--- config.mk ---
export PLATFORM = sky130hd
export DESIGN_NAME = fetch_sequencer
export DESIGN_NICKNAME = d
export VERILOG_FILES = /design/src/rtl/fetch_sequencer.sv
export SDC_FILE = /design/constraint.sdc
export NUM_CORES = 1
export LEC_CHECK = 0
export ABC_AREA = 0
export CAP_MARGIN = 10
export CORE_MARGIN = 1
export CORE_UTILIZATION = 40
export CTS_BUF_LIST = sky130_fd_sc_hd__clkbuf_4
export CTS_CLUSTER_SIZE = 24
export DETAILED_ROUTE_END_ITERATION = 10
export DONT_BUFFER_PORTS = 1
export HOLD_SLACK_MARGIN = 0.03
export PLACE_DENSITY = 0.52
export REMOVE_ABC_BUFFERS = 1
export SLEW_MARGIN = 20
export SYNTH_ARGS = -nofsm -noshare
export SYNTH_HDL_FRONTEND = slang
export SYNTH_SLANG_ARGS = --single-unit
--- constraint.sdc ---
create_clock -name clk -period 11.99 [get_ports clk]
set_clock_uncertainty 0.05 [all_clocks]
set_input_delay 1.7985 -clock clk [delete_from_list [all_inputs] [get_ports clk]]
set_output_delay 1.7985 -clock clk [all_outputs]
set_load 0.005 [all_outputs]
--- src/rtl/fetch_sequencer.sv ---
// fetch_sequencer: issues 2-wide fetch PCs, captures returned pairs and queues them for decode,
// with credit-based flow control, branch redirect flush and sticky halt.
module fetch_sequencer #(
  parameter logic [31:0] RESET_PC = 32'h0,
  parameter int IQ_DEPTH = 4,
  localparam int AW = $clog2(IQ_DEPTH),
  localparam int OW = AW + 1
) (
  input  logic          clk,
  input  logic          rst_n,
  output logic [31:0]   pc,
  input  logic [31:0]   inst1,
  input  logic [31:0]   inst2,
  input  logic          redirect_valid,
  input  logic [31:0]   redirect_pc,
  input  logic          halt_req,
  output logic          dec_valid,
  input  logic          dec_ready,
  output logic [31:0]   dec_pc,
  output logic [31:0]   dec_inst1,
  output logic [31:0]   dec_inst2,
  output logic [OW-1:0] occupancy,
  output logic          halted
);
  localparam logic [OW:0] DEPTH = (OW+1)'(IQ_DEPTH);
  logic [31:0] pc_q, pc_d, ifpc_q, ifpc_d;
  logic inflight_q, inflight_d, halt_q, halt_d;
  logic [AW-1:0] wr_q, wr_d, rd_q, rd_d;
  logic [OW-1:0] occ_q, occ_d;
  logic [31:0] mem_pc [IQ_DEPTH];
  logic [31:0] mem_i1 [IQ_DEPTH];
  logic [31:0] mem_i2 [IQ_DEPTH];
  logic push, pop, issue_ok;
  assign push = inflight_q && !redirect_valid;
  assign dec_valid = occ_q != '0;
  assign pop = dec_valid && dec_ready && !redirect_valid;
  // Credit check counts the pair in flight so a capture never finds the FIFO full.
  assign issue_ok = !halt_q && !halt_req && ({1'b0, occ_q} + {{OW{1'b0}}, inflight_q}) < DEPTH;
  always_comb begin
    pc_d = redirect_valid ? (redirect_pc & ~32'h3) : issue_ok ? pc_q + 32'd8 : pc_q;
    inflight_d = !redirect_valid && issue_ok;
    ifpc_d = issue_ok ? pc_q : ifpc_q;
    halt_d = halt_req || (halt_q && !redirect_valid);
    wr_d = redirect_valid ? '0 : wr_q + AW'(push);
    rd_d = redirect_valid ? '0 : rd_q + AW'(pop);
    occ_d = redirect_valid ? '0 : occ_q + OW'(push) - OW'(pop);
  end
  always_ff @(posedge clk) begin
    if (!rst_n) begin
      pc_q <= RESET_PC;
      ifpc_q <= '0;
      inflight_q <= 1'b0;
      halt_q <= 1'b0;
      wr_q <= '0;
      rd_q <= '0;
      occ_q <= '0;
    end else begin
      pc_q <= pc_d;
      ifpc_q <= ifpc_d;
      inflight_q <= inflight_d;
      halt_q <= halt_d;
      wr_q <= wr_d;
      rd_q <= rd_d;
      occ_q <= occ_d;
    end
  end
  always_ff @(posedge clk) begin
    if (push) begin
      mem_pc[wr_q] <= ifpc_q;
      mem_i1[wr_q] <= inst1;
      mem_i2[wr_q] <= inst2;
    end
  end
  assign pc = pc_q;
  assign occupancy = occ_q;
  assign dec_pc = dec_valid ? mem_pc[rd_q] : '0;
  assign dec_inst1 = dec_valid ? mem_i1[rd_q] : '0;
  assign dec_inst2 = dec_valid ? mem_i2[rd_q] : '0;
  assign halted = halt_q && !dec_valid && !inflight_q;
endmodule

# Word level (Yosys, flattened, before mapping)
# Memory sizes are Yosys's and may differ from the RTL's. A register that Yosys moved wholly into a read port is not among the register bits.
# Cells that the tools add are included.
[word_totals] regBits=73 latchBits=0 ram_bits=384 mem_bits_ro=0 out_inout_bits=133 wordCells=47 memories=3
[op_classes] n_addsub=6 mul=0 div=0 magnitude_cmp=1 eq_ne=0 n_shift=0 mux=10 bitwise_logic=1 n_reduce_logical=18
[memory_table] name="mem_i1" depth=4 width=32 rd=1 rd_ports_with_merged_regs=1 write_ports=1 line_no="31" text="logic [31:0] mem_i1 [IQ_DEPTH];"
[memory_table] name="mem_i2" depth=4 width=32 rd=1 rd_ports_with_merged_regs=1 write_ports=1 line_no="32" text="logic [31:0] mem_i2 [IQ_DEPTH];"
[memory_table] name="mem_pc" depth=4 width=32 rd=1 rd_ports_with_merged_regs=1 write_ports=1 line_no="30" text="logic [31:0] mem_pc [IQ_DEPTH];"
[op_table] cell="$mux 32" count=5
[op_table] cell="$add 32x4->32 const B" count=1
[op_table] cell="$logic_and 1x1->1" count=9
[op_table] cell="$mux 2" count=3
[op_table] cell="$logic_not 1->1" count=5
[op_table] cell="$add 2x1->2" count=2
[op_table] cell="$add 3x1->4" count=1
[op_table] cell="$lt 4x3->1 const B" count=1
[op_table] cell="$add 3x1->3" count=1
[op_table] cell="$reduce_bool 3->1" count=1
[op_table] cell="$sub 3x1->3" count=1
[op_table] cell="$mux 1" count=2
[op_table] cell="$reduce_bool 2->1" count=1
[op_table] cell="$reduce_or 2->1" count=1
[op_table] cell="$logic_or 1x1->1" count=1
[op_table] cell="$not 1->1" count=1

# Depth between registers and ports, before layout
[depth] word_depth=5 mapped_depth=9 depth_no_buf=8

# Least setup slack after synthesis
# No wires, ideal clock.
[synth_timing] path_type="input to register" from="in redirect_valid" to="mem mem_i1[0][0], enable pin" setup_ns=0.681 arrival_ns=9.073 t_required_ns=11.259 path_slack_ns=2.186 path_stages=3 path_cell_list="clkbuf_1 nor2b_1 nor3b_1"
[synth_between] elab_chain_cells=4
[synth_rtl] element="start: declaration" line_no="14" text="input logic redirect_valid,"
[synth_rtl] element="$logic_not 1->1" line_no="34" text="assign push = inflight_q && !redirect_valid;"
[synth_rtl] element="$logic_and 1x1->1" line_no="34"
[synth_rtl] element="$mux 1" line_no="68" text="if (push) begin"
[synth_rtl] element="$mux 1 (not written as such)" line_no="70" text="mem_i1[wr_q] <= inst1;"
[synth_rtl] element="end: declaration" line_no="31"
# Every way passes these cells.

==> flow_summary.toml <==
[status]
status = "finished, final reports clean"

[cts]
cts_buffer_depth = 3
cts.clk_slew.worst_paths_ns = 0.06
cts.sinks = 445
cts-buffers-inserted = 114
cts_tree = "yes"
ctsHtreeMaxLevel = 3
hold_buffers = 0
clock_latency_ns = 0.83
cts_resized = 0
root_buffer = "clkbuf_4"
post-cts-setup-buffers = 0

[worst_setup_path]
path_cells = "buf_4 > mux4_2 > and2_1"
cp_slowest_cell = "dfxtp_4"
path_buf_inv = 1
crit_path_end_kind = "primary output"
worstPathRequired_ns = 10.14
start_kind = "flip-flop"
crit_family = "flip-flops"
cp_slowest_stage_delay_ns = 0.82
path_max_fanout = 53
crit_arrival_ns = 3.16
crit_type = "reg2out"

[global_routing]
gr-usage-all-layers = 0.1740
grt-ovfl-total = 0
grt_max_degree = 69
met1_usage = 0.2187
busiest_layer = "met2"
grt_pass1_wl_mm = 56.89
grt_use_met3 = 0.05945
antenna_found_initial = 3
gr-usage-met2 = 0.2760
grt_pass1_vias = 9488

[pwr]
peakVddDrop_uv = 79.17
pwr-share-seq = 0.557
power_density_mw_per_mm2 = 158.0
clkPwrFrac = 0.425
p_comb_frac = 0.018
sw_frac_of_total = 0.2066
p_sw_mw = 0.6350
p_leak_nw = 6.115
p_int_mw = 2.439

[die]
core_area_mm2 = 0.04232
die_y_um = 210.3
row_count = 75
io-pin-count = 234
fp.dieArea_mm2 = 0.04422
chipWidth_um = 210.3
start_util = 0.4101

[cells_and_area]
syn_to_final_growth_pct = 12.15
fin_nets = 1159
fill_cells = 3732
layout-drive-gt1-share = 0.2715
utilization = 0.4599
final_area_mm2 = 0.01946

[placed_design]
placed_area_mm2 = 0.01794
place_hpwl_mm = 20.64
port_buffers = 0
place_congestion = 0.7351
dpl_worst_slack_ns = 7.700

[yosys]
async_flop_share = 0
synth_edf_count = 376
yosysWarnings = 0
yosysTopAreaCell = "edfxtp_1"
syn_area_mm2 = 0.01735
synth_cells = 986
synth_cell_types = 44
synth_area_leaders = "edfxtp_1 65%, mux4_2 12%, dfxtp_1 8.0%, and2_1 3.7%, nand2_1 1.6%"
syn_avg_cell_area_um2 = 17.60
synth_top_area_share = 0.6506
yosysSeqAreaShare = 0.7302
ys_ff_latch = 445
synth-main-ff-cell = "edfxtp_1"

[run]
max_cap_violations = 0

[sta]
whs_ns = 0.4499
finalSetupViolations = 0
fin_crit_sh = 0.4179
worst_pin_slew_ns = 1.010
setup_tns_ns = 0
slew_violations = 0
layout_setup_ws_ns = 6.979
hold_viol_final = 0
min_period_ns = 5.011
maxSlewHeadroom = 0.3265
max_freq_mhz = 199.6
grt_setup_unrepaired = "no"

[detailed_routing]
drtAntennaViolNets = 0
drtIter0Drc = 423
routed_wl_mm = 37.58
via_per_inst = 5.160
drc_errors = 0
firstDrtPassIters = 4
routedWlPerCell_um = 21.83
num_vias = 8886

[worst_hold_path]
hold_class = "reg2reg"
sequential cells by signal, indices dropped and copies added (netlist names):
name        flops
halt_q          1
ifpc_q         30
inflight_q      1
mem_i1        128
mem_i2        128
mem_pc        120
occupancy       3
pc             30
rd_q            2
wr_q            2
path summary, 6_finish.rpt:
| path | startpoint | end | slack [ns] | depth (start not counted) |
|---|---|---|---|---|
| setup / recovery | rd_q[1]$_SDFF_PP0_ | dec_inst1[1] | 6.98 | 3 |
| setup reg to reg | occupancy[1]$_SDFF_PP0_ | pc[30]$_SDFFE_PN0P_ | 9.02 | 7 |
| hold reg to reg | ifpc_q[8]$_SDFFE_PN0P_ | mem_pc[0][8]$_DFFE_PP_ | 0.45 | 0 |
| hold / removal | ifpc_q[8]$_SDFFE_PN0P_ | mem_pc[0][8]$_DFFE_PP_ | 0.45 | 0 |
per-layer routing:
metal | routed length [um] | share of wire
met5 | 13 | 0.00035
met4 | 620 | 0.016
met3 | 2892 | 0.077
met2 | 17980 | 0.48
met1 | 16080 | 0.43
per-stage QoR:
stage,instances,power [mW]
floorplan,925,1.780
global placement,1514,1.802
detailed placement,1514,1.803
CTS,1719,3.139
global route,1720,3.219
finish,1722,3.074
area by class of cell:
cell class / count / area, um2 / area share
Antenna cell: 3 / 7.507 / 0.0003857
Multi-Input combinational cell: 474 / 4431 / 0.2276
Sequential cell: 445 / 12680 / 0.6515
Tap cell: 577 / 721.9 / 0.03709
Clock inverter: 23 / 143.9 / 0.007393
Inverter: 6 / 22.52 / 0.001157
Timing Repair Buffer: 12 / 90.09 / 0.004629
Clock buffer: 182 / 1366 / 0.07020
cell usage after synthesis, types with 2 or more instances:
library cell	number
a21boi_0	31
nor3b_1	3
mux4_2	94
dfxtp_1	69
nand3_1	8
nand4_1	9
or3_1	5
and3b_1	3
edfxtp_1	376
and3_1	4
buf_2	13
a21oi_1	21
a31oi_1	6
ha_1	4
xnor2_1	19
nand2_1	76
clkbuf_1	41
buf_4	4
and2_1	102
and4_1	2
nor4_1	11
inv_1	6
nor2_1	12
nor2b_1	4
nor3_1	4
xor2_1	8
buf_1	5
o21ai_0	30
power by group through the flow:
stage / clock network (mW) / registers (mW) / logic (mW)
after floorplan: 0 / 1.74 / 0.0400
final: 1.31 / 1.71 / 0.0550
after detailed placement: 0 / 1.75 / 0.0566
after global routing: 1.44 / 1.71 / 0.0619
after CTS: 1.37 / 1.71 / 0.0568
after global placement: 0 / 1.75 / 0.0562
cell usage in the layout, fill, tap and decap left out, drive strengths merged, types with 4 or more instances in the layout:
cell	n
conb	4
or3	6
edfxtp	376
and2	102
ha	4
nand2	76
a21oi	21
nor2	12
o21ai	30
nor4	11
nor2b	4
nand4	10
and3	4
inv	7
nor3	4
xor2	8
nand3	8
a31oi	6
clkbuf	182
a21boi	31
buf	12
mux4	94
dfxtp	69
clkinv	20
xnor2	19
cells by family (layout without fill, tap and decap cells):
logic type / after synthesis / after routing / synth area share
AO/OA/AOI/OAI: 95 / 95 / 0.03374
XOR/XNOR: 27 / 27 / 0.01363
adder cells (fa/ha/maj): 5 / 5 / 0.004038
buffers and inverters: 70 / 223 / 0.01701
flip-flops: 445 / 445 / 0.7302
multiplexers: 95 / 95 / 0.1226
other: 1 / 7 / 0.0002161
AND/OR/NAND/NOR: 248 / 248 / 0.07859
(Power assumes the default switching activity.)
==> edit 1: new RTL, same settings <==
Change the parameter `IQ_DEPTH` from 4 to 8.
--- a/src/rtl/fetch_sequencer.sv
+++ b/src/rtl/fetch_sequencer.sv
@@ -2,7 +2,7 @@
 // with credit-based flow control, branch redirect flush and sticky halt.
 module fetch_sequencer #(
   parameter logic [31:0] RESET_PC = 32'h0,
-  parameter int IQ_DEPTH = 4,
+  parameter int IQ_DEPTH = 8,
   localparam int AW = $clog2(IQ_DEPTH),
   localparam int OW = AW + 1
 ) (
Interface: changed (resized occupancy); port bits go from 234 to 235. No check against the original RTL was run, so the function may have changed too.
==> edit 1 against the original RTL <==
Final cell count is 73% higher; area after synthesis rose by 83%; sequential power grew 85%; worst setup slack got worse by 1.2 ns; sequential cell count rose by 379; total power grew 82%; wire length is 88% higher; design area grew 84%; combinational power increased by 48%.
==> edit 1: results (changes against the original RTL) <==
[synthesis]
synth_common_cells=752 x edfxtp_1, 188 x mux4_2, 113 x nor2_1, 95 x mux2i_1, 78 x nand2_1
synth_compound_area_share_pct=1.64  ; -1.7 points
synth_fa_ha_area_share_pct=0.456  ; +0.053 points
ys_types=47  ; +6.8%
yosysSeqAreaShare_pct=75.5  ; +2.5 points

[power_and_ir_drop]
ir_drop_mv=0.0766  ; -3.3%
p_total_mw=5.60  ; +82%

[clock_tree]
htreeDepth=4  ; +1
clkLatencyLatePin_ns=1.01  ; +0.18 ns

[sta]
relSlewSlack_pct=33.5  ; +0.82 points
hold_slack_ns=0.455  ; +0.00542 ns
setup_ws_ns=5.82  ; -1.16 ns

[final_layout]
fin_nets=1887  ; +63%
reg_top3=mem_i1: 256 flops, mem_i2: 256 flops, mem_pc: 240 flops

[placement]
dp_hpwl_um=38000  ; +84%
dp_slack_ns=6.33  ; -1.37 ns
placed_area_um2=33000  ; +84%
dp.cells=2612  ; +73%

[global_routing]
grt_pass1_vias=17100  ; +80%
grt_use_total_pct=17.8  ; +0.44 points
antenna_found_initial=2  ; -1
grt_pass1_wl_um=106000  ; +86%
grt_start_max_net_pins=63  ; -8.7%

[worst_setup_path]
r2r_cells=5  ; -2
crit_path_top_delay_cell=buf_4
r2r_start=inflight_q$_SDFF_PN0_

[hold_path]
min_from=pc[2]$_SDFFE_PN0P_

[drt]
drt_wl_total_um=70600  ; +88%
vias=15700  ; +77%
drtIter0Drc=720  ; +70%

[run_status]
status=complete, no violations

-- edit 1: worst max-delay path by stage --
stage	to
2_1_floorplan	dec_inst1[0]
3_3_place_gp	dec_inst1[28]
3_5_place_dp	dec_inst1[28]
4_1_cts	dec_inst1[28]
5_1_grt	dec_inst1[28]
6_report	dec_inst1[28]
-- edit 1: routing by layer --
layer | track usage [%] | wire, um | share of wire [%] | vias to the layer above
met5 | 0 | 0 | 0 | -
met4 | 5.81 | 1080 | 1.5 | 0
met3 | 5.60 | 4740 | 6.7 | 100
met2 | 29.1 | 34900 | 49 | 450
met1 | 22.7 | 29900 | 42 | 8189
li1 | - | - | - | 6946
-- edit 1: cell type report --
type	count	area (um^2)
Timing Repair Buffer	36	274
Sequential cell	824	24000
Clock inverter	55	349
Multi-Input combinational cell	690	7370
Tap cell	1050	1310
Clock buffer	311	2330
Fill cell	6955	43100
Antenna cell	1	2.50
Inverter	12	45.0
==> edit 2: new RTL, same settings <==
Made on the original files. Reset style: asynchronous (`rst_n`), changed in one clocked block.
--- a/src/rtl/fetch_sequencer.sv
+++ b/src/rtl/fetch_sequencer.sv
@@ -45,7 +45,7 @@
     rd_d = redirect_valid ? '0 : rd_q + AW'(pop);
     occ_d = redirect_valid ? '0 : occ_q + OW'(push) - OW'(pop);
   end
-  always_ff @(posedge clk) begin
+  always_ff @(posedge clk or negedge rst_n) begin
     if (!rst_n) begin
       pc_q <= RESET_PC;
       ifpc_q <= '0;
Function: differs if rst_n is asserted again (counterexample within 4 cycles, from zero or initial values and one cycle with rst_n low); with rst_n held inactive, the same outputs for 4 cycles.
==> edit 2 against the original RTL <==
Hold slack barely moved; first-iteration DRC count fell by 8.3%; design area rose by 1.2%; sequential cell count did not move; area after synthesis rose by 1.2%; largest cell class unchanged; critical path type unchanged; worst setup slack got worse by 0.15 ns; wire length fell by 0.81%; highest routed layer is now met4.
Power is not compared: it rests on default switching activity, and its combinational part moved more than twofold at a synthesized area within 25%.
==> edit 2: results (changes against the original RTL) <==
[run_status]
status=complete, no violations

[worst_setup_path]
path_delay_family=buffers and inverters
r2r_start=inflight_q$_DFF_PN0_
cp.arrival_ns=3.31  ; +0.15 ns
worstSetupStartpoint=rd_q[0]$_DFF_PN0_

[synthesis]
syn_area_per_cell_um2=19.2  ; +9.0%
synthTopCellsByArea=edfxtp_1 64%, mux4_2 12%, dfrtp_1 9.8%
synth_common_cells=376 x edfxtp_1, 96 x and2_1, 94 x mux4_2, 69 x dfrtp_1, 36 x nand2_1

[placement]
dp_slack_ns=7.38  ; -0.318 ns
placed_area_um2=18200  ; +1.4%
dp_hpwl_um=21000  ; +1.8%
dp.cells=1465  ; -3.2%

[global_routing]
antenna_found_initial=1  ; -2
use_met2_pct=25.6  ; -2.0 points
grt_use_total_pct=17.0  ; -0.38 points
grt_pass1_wl_um=55800  ; -2.0%
grt_pass1_vias=9198  ; -3.1%
grt_start_max_net_pins=70  ; +1.4%

[final_layout]
clkCellAreaFrac_pct=7.57  ; -0.19 points
multi_input_gates=418  ; -12%
regArea_um2=13000  ; +2.7%
final_util_pct=45.6  ; -0.37 points
drive_above_1_share_pct=32.2  ; +5.1 points
fill_cells=3818  ; +2.3%
clock_buffers=185  ; +1.6%
antenna_cells=1  ; -2
multi_input_area_um2=4340  ; -2.1%

[hold_path]
min_from=ifpc_q[29]$_DFFE_PN0P_

[drt]
vias=8521  ; -4.1%
wl_per_cell_um=22.3  ; +2.3%
drtIter0Drc=388  ; -8.3%
route.met2.wl_um=17400  ; -3.3%

[clock_tree]
numCtsBuffers=116  ; +1.8%

[power_and_ir_drop]
p_total_mw=3.63

edit 2: kinds of logic (layout without fill, tap and decap cells):
group,Yosys count,count (layout),synth area share [%]
mux,123,123,13.9
compound gates,41,41,1.30
simple gates,218,218,7.34
flops,445,445,74.1
fa+ha+maj,7,7,0.541
xor+xnor,25,25,1.33
buf+inv,56,221,1.47
other cells,1,5,0.0213
edit 2: path summary, 6_finish.rpt:
| kind | to | slack [ns] | cells past startpoint |
|---|---|---|---|
| worst max-delay path | dec_inst1[4] | 6.83 | 3 |
| worst min-delay path | mem_pc[1][29]$_DFFE_PP_ | 0.45 | 0 |
| worst max register to register | mem_i2[3][7]$_DFFE_PP_ | 9.25 | 4 |
| worst min register to register | mem_pc[1][29]$_DFFE_PP_ | 0.45 | 0 |
| max in group asynchronous | rd_q[1]$_DFF_PN0_ | 11.13 | 0 |
| min in group asynchronous | pc[23]$_DFFE_PN0P_ | 0.63 | 0 |
